$ cat src/rtl/fifo_uart_tx_pkg.sv
// Shared types and constants for the FIFO-fed UART transmitter.
package fifo_uart_tx_pkg;

  typedef enum logic [2:0] {
    IDLE,
    START,
    DATA,
    PARITY,
    STOP
  } tx_state_t;

  // Level the serial line rests at between frames (also the stop-bit level).
  localparam logic TX_IDLE_LEVEL = 1'b1;

endpackage

$ cat src/rtl/fifo_uart_tx_bit_timer.sv
// Bit-period timer: counts CLKS_PER_BIT clocks and pulses bit_end on the last
// clock of every serial bit. Cleared by rst and by load, which the transmitter
// drives on the cycle it leaves IDLE, so every frame starts on a clean bit
// boundary.
module fifo_uart_tx_bit_timer #(
  parameter int CLKS_PER_BIT = 4
) (
  input  logic clk,
  input  logic rst,
  input  logic load,
  output logic bit_end
);

  localparam int CW = (CLKS_PER_BIT > 1) ? $clog2(CLKS_PER_BIT) : 1;
  localparam logic [CW-1:0] LAST = CW'(CLKS_PER_BIT - 1);

  logic [CW-1:0] cyc_cnt;

  // Free-running 0..CLKS_PER_BIT-1 counter; wraps at LAST so it never overflows.
  always_ff @(posedge clk) begin
    if (rst || load) begin
      cyc_cnt <= '0;
    end else if (cyc_cnt == LAST) begin
      cyc_cnt <= '0;
    end else begin
      cyc_cnt <= cyc_cnt + CW'(1);
    end
  end

  assign bit_end = (cyc_cnt == LAST);

endmodule

$ cat src/rtl/fifo_uart_tx.sv
// FIFO-fed UART transmitter: pops one M-bit word from the FIFO read channel
// whenever idle and sends it as start bit, M data bits LSB first, optional
// even parity bit, stop bit.
// Build option: define FIFO_UART_TX_PARITY_EN to insert the even-parity bit.
//
// Handshake: fifo_dout is valid whenever fifo_empty is low; a word is consumed
// in exactly the cycle fifo_read is high (only in IDLE, never in reset), and is
// captured into the shift register on that same clock edge.
module fifo_uart_tx
  import fifo_uart_tx_pkg::*;
#(
  parameter int M            = 16,
  parameter int CLKS_PER_BIT = 4
) (
  input  logic         clk,
  input  logic         rst,
  input  logic [M-1:0] fifo_dout,
  input  logic         fifo_empty,
  output logic         fifo_read,
  output logic         tx,
  output logic         busy
);

  localparam int IDX_W = $clog2(M + 1);
  localparam logic [IDX_W-1:0] LAST_IDX = IDX_W'(M - 1);

  tx_state_t        state_q, state_n;
  logic [M-1:0]     shift_q, shift_n;
  logic [IDX_W-1:0] bit_idx_q, bit_idx_n;
  logic             tx_q, tx_n;
  logic             bit_end;
`ifdef FIFO_UART_TX_PARITY_EN
  logic             parity_q, parity_n;
`endif

  fifo_uart_tx_bit_timer #(
    .CLKS_PER_BIT(CLKS_PER_BIT)
  ) u_bit_timer (
    .clk    (clk),
    .rst    (rst),
    .load   (fifo_read),
    .bit_end(bit_end)
  );

  // State, datapath and line registers; tx is registered so fifo_dout never
  // reaches the pin combinationally.
  always_ff @(posedge clk) begin
    if (rst) begin
      state_q   <= IDLE;
      shift_q   <= '0;
      bit_idx_q <= '0;
      tx_q      <= TX_IDLE_LEVEL;
`ifdef FIFO_UART_TX_PARITY_EN
      parity_q  <= 1'b0;
`endif
    end else begin
      state_q   <= state_n;
      shift_q   <= shift_n;
      bit_idx_q <= bit_idx_n;
      tx_q      <= tx_n;
`ifdef FIFO_UART_TX_PARITY_EN
      parity_q  <= parity_n;
`endif
    end
  end

  // Next-state logic, pop request and the line level for the next state.
  always_comb begin
    state_n   = state_q;
    shift_n   = shift_q;
    bit_idx_n = bit_idx_q;
    fifo_read = 1'b0;
`ifdef FIFO_UART_TX_PARITY_EN
    parity_n  = parity_q;
`endif

    case (state_q)
      IDLE: begin
        fifo_read = !rst && !fifo_empty;
        if (fifo_read) begin
          shift_n   = fifo_dout;
          bit_idx_n = '0;
          state_n   = START;
`ifdef FIFO_UART_TX_PARITY_EN
          parity_n  = ^fifo_dout;
`endif
        end
      end
      START: begin
        if (bit_end) begin
          bit_idx_n = '0;
          state_n   = DATA;
        end
      end
      DATA: begin
        if (bit_end) begin
          shift_n   = shift_q >> 1;
          bit_idx_n = bit_idx_q + IDX_W'(1);
          if (bit_idx_q == LAST_IDX) begin
`ifdef FIFO_UART_TX_PARITY_EN
            state_n = PARITY;
`else
            state_n = STOP;
`endif
          end
        end
      end
      PARITY: begin
`ifdef FIFO_UART_TX_PARITY_EN
        if (bit_end) begin
          state_n = STOP;
        end
`else
        // Unreachable without the parity option; recover to IDLE.
        state_n = IDLE;
`endif
      end
      STOP: begin
        if (bit_end) begin
          state_n = IDLE;
        end
      end
      default: begin
        state_n = IDLE;
      end
    endcase

    case (state_n)
      START:   tx_n = ~TX_IDLE_LEVEL;
      DATA:    tx_n = shift_n[0];
`ifdef FIFO_UART_TX_PARITY_EN
      PARITY:  tx_n = parity_n;
`endif
      default: tx_n = TX_IDLE_LEVEL;
    endcase
  end

  assign tx   = tx_q;
  assign busy = (state_q != IDLE);

endmodule

$ cat config.mk
export PLATFORM = sky130hd
export DESIGN_NAME = fifo_uart_tx
export DESIGN_NICKNAME = d
export VERILOG_FILES = /design/src/rtl/fifo_uart_tx_pkg.sv /design/src/rtl/fifo_uart_tx_bit_timer.sv /design/src/rtl/fifo_uart_tx.sv
export SDC_FILE = /design/constraint.sdc
export NUM_CORES = 1
export LEC_CHECK = 0
export ABC_CLOCK_PERIOD_IN_PS = 1600
export CORE_ASPECT_RATIO = 0.5
export CORE_MARGIN = 4
export CORE_UTILIZATION = 45
export DETAILED_ROUTE_END_ITERATION = 8
export HOLD_SLACK_MARGIN = 0.08
export PLACE_DENSITY_LB_ADDON = 0.05
export SLEW_MARGIN = 40
export SYNTH_ARGS = -nofsm -noshare
export SYNTH_HDL_FRONTEND = slang
export SYNTH_SLANG_ARGS = --single-unit
$ cat constraint.sdc
create_clock -name clk -period 1.6 [get_ports clk]
set_input_delay 0.16 -clock clk [delete_from_list [all_inputs] [get_ports clk]]
set_output_delay 0.16 -clock clk [all_outputs]
set_load 0.01 [all_outputs]
==> out/results.ini <==
[power_and_ir_drop]
p_per_area_mw_per_mm2 = 748
p_leak_nw = 0.601
ir_worst_vdd_mv = 0.492
finalPower_mw = 1.35

[route]
dr.max_layer_used = met4
drtIter0Drc = 51
viasPerCell = 6.00
ant_nets = 0
via_count = 1259
dr.pass1.iters = 4
routed_wl_mm = 3.23
routedWlPerCell_um = 15.4
met2_length_mm = 1.50
m1WireLength_mm = 1.55
wl_met3_um = 173
drc = 0

[timing]
hold_ws_ns = 0.429
setup_viol = 0
rsz0062_at_grt = yes
hold_viol = 0
slew_violations = 0
layout_min_cycle_time_ns = 1.57
finalCritPeriodShare_pct = 98.0
slew_headroom_pct = 79.6
finClkSkew_ns = 0.00192
tightest_slew_ns = 0.306
tns_ns = 0
max_freq_mhz = 638
setup_ws_ns = 0.0314

[floorplanning]
start_util_pct = 47.0
dieArea_mm2 = 0.00414
core_area_mm2 = 0.00300
die_w_um = 87.1
dieHeight_um = 47.6
num_rows = 14
ios = 22

[layout]
area_growth_pct = 28.6
drive_gt1_share_pct = 25.3
num_antenna_cells = 0
stdcell_area_mm2 = 0.00181
finish.net_count = 193

[logic_synthesis]
yosysTopAreaCell = dfxtp_1
synth_seq_area_share_pct = 38.4
syn_inst = 144
synth_top_cell_area_share_pct = 38.4
synth_area_mm2 = 0.00141
yosysWarnings = 0
ys_ff_latch = 27
synthesis.nets = 166
syn_area_per_cell_um2 = 9.78
synth_cell_type_count = 38
yosys-top-cells-area = dfxtp_1, a32oi_1, o211ai_2

[critical_path]
crit_arrival_ns = 1.41
critPathBufInv = 1
cp_slowest_stage_delay_ns = 0.55
endpoint_kind = output pin
worstPathMaxFanout = 2
cpLargestDelayFamily = simple AND/OR/NAND/NOR gates
required_ns = 1.44
crit_type = flop to output pin
worstSetupPathDepth = 3
r2r_cells = 4
crit_slowest_cell = or4_4
startpoint_type = flop
crit_chain = or4_4, nor2_4, buf_6

[clocking]
cts_buffers = 3
cts_root_buffer = clkbuf_8
clk_path_buf_depth = 2
ctsHtreeMaxLevel = 1
cts_tree = done
clkTransAtPathRegs_ns = 0.09
hold_buffers = 0
worstSkewPairLatency_ns = 0.27
cts.sinks = 27

[global_routing]
grt_pass1_vias = 1161
grt_usage_pct = 16.8
overflow = 0
grt_max_degree = 23
antenna_found_initial = 0
grt_pass1_wl_mm = 5.45

[placement]
place_area_mm2 = 0.00172
port_buffers = 21
hpwl_mm = 2.21
gp_congestion = 0.761
post-place-ws_ns = -0.292

[flow_run]
drv_cap = 0

[hold_path]
hold_depth = 1
hold_class = flop to flop

[outcome]
outcome = finished clean

-- where the power goes --
group / switching [mW] / total, mW / internal (mW)
clock: 0.222 / 0.399 / 0.177
combinational: 0.111 / 0.237 / 0.126
sequential: 0.0161 / 0.718 / 0.701
-- routing by layer --
layer  vias to the layer above  track usage, %
met5                         -               0
met4                         0            1.83
met1                       601            21.3
met2                        35            30.5
li1                        621               -
met3                         2            4.64
-- state kept, by name (all words and copies together) (netlist names) --
register / count
bit_idx_q: 5
state_q: 3
u_bit_timer.cyc_cnt: 2
tx: 1
shift_q: 16
-- placed cells by master, fill, tap and decap left out, types with 3 or more instances in the layout --
cell | synthesis | layout
a21oi_1 | 19 | 19
a32oi_1 | 15 | 15
buf_4 | 0 | 13
buf_6 | 1 | 4
clkbuf_8 | 0 | 3
clkdlybuf4s50_1 | 0 | 19
dfxtp_1 | 27 | 26
ha_1 | 3 | 3
inv_1 | 3 | 3
mux2i_1 | 3 | 3
nand2b_1 | 6 | 6
o211ai_1 | 8 | 8
o211ai_2 | 10 | 10
-- worst paths after layout --
| kind | slack [ns] | startpoint | end |
|---|---|---|---|
| setup reg to reg | 0.04 | state_q[0]$_SDFF_PP0_ | bit_idx_q[1]$_SDFFE_PP0P_ |
| hold reg to reg | 0.43 | u_bit_timer.cyc_cnt[0]$_SDFF_PP0_ | u_bit_timer.cyc_cnt[0]$_SDFF_PP0_ |
| setup / recovery | 0.03 | state_q[0]$_SDFF_PP0_ | fifo_read |
| hold / removal | 0.43 | u_bit_timer.cyc_cnt[0]$_SDFF_PP0_ | u_bit_timer.cyc_cnt[0]$_SDFF_PP0_ |
-- synthesized netlist by cell type, drive strengths merged --
library cell,n
nor2b,1
nand3b,2
and4bb,1
nand2,2
ha,3
nand4b,2
and3,2
nand2b,6
or4,4
nand3,2
dfxtp,27
o211ai,18
or3,2
inv,4
and4b,1
a211oi,1
nor4b,2
buf,11
nor3,2
nand4bb,1
a32oi,15
mux2i,3
clkbuf,5
nor2,2
o31ai,1
a31oi,2
o221ai,1
a21oi,19
or2,1
nor4,1
-- what timing repair did --
| action | 4_1_cts | 5_1_grt |
|---|---|---|
| resized for setup | 5 | 11 |
| buffers inserted | 0 | 1 |
| pin swaps | 1 | 2 |
| setup endpoints to repair | 6 | 12 |
-- cell families after synthesis --
| group | after synthesis | synth area share [%] |
|---|---|---|
| flops | 27 | 38.4 |
| buf+inv | 20 | 6.66 |
| fa+ha+maj | 3 | 2.66 |
| compound gates | 57 | 32.9 |
| mux | 3 | 2.13 |
| simple gates | 34 | 17.3 |
-- through the flow --
step	cells	util, %
6_report	210	60.5
5_1_grt	210	60.5
4_1_cts	209	59.2
3_5_place_dp	205	57.5
3_3_place_gp	205	57.5
2_1_floorplan	144	-
-- cell type report --
cell class	count	area (um^2)
Fill cell	275	1180
Tap cell	40	50.0
Clock buffer	3	41.3
Sequential cell	27	542
Inverter	4	15.0
Multi-Input combinational cell	97	793
Timing Repair Buffer	38	363
Clock inverter	1	7.51
(Power assumes the default switching activity.)
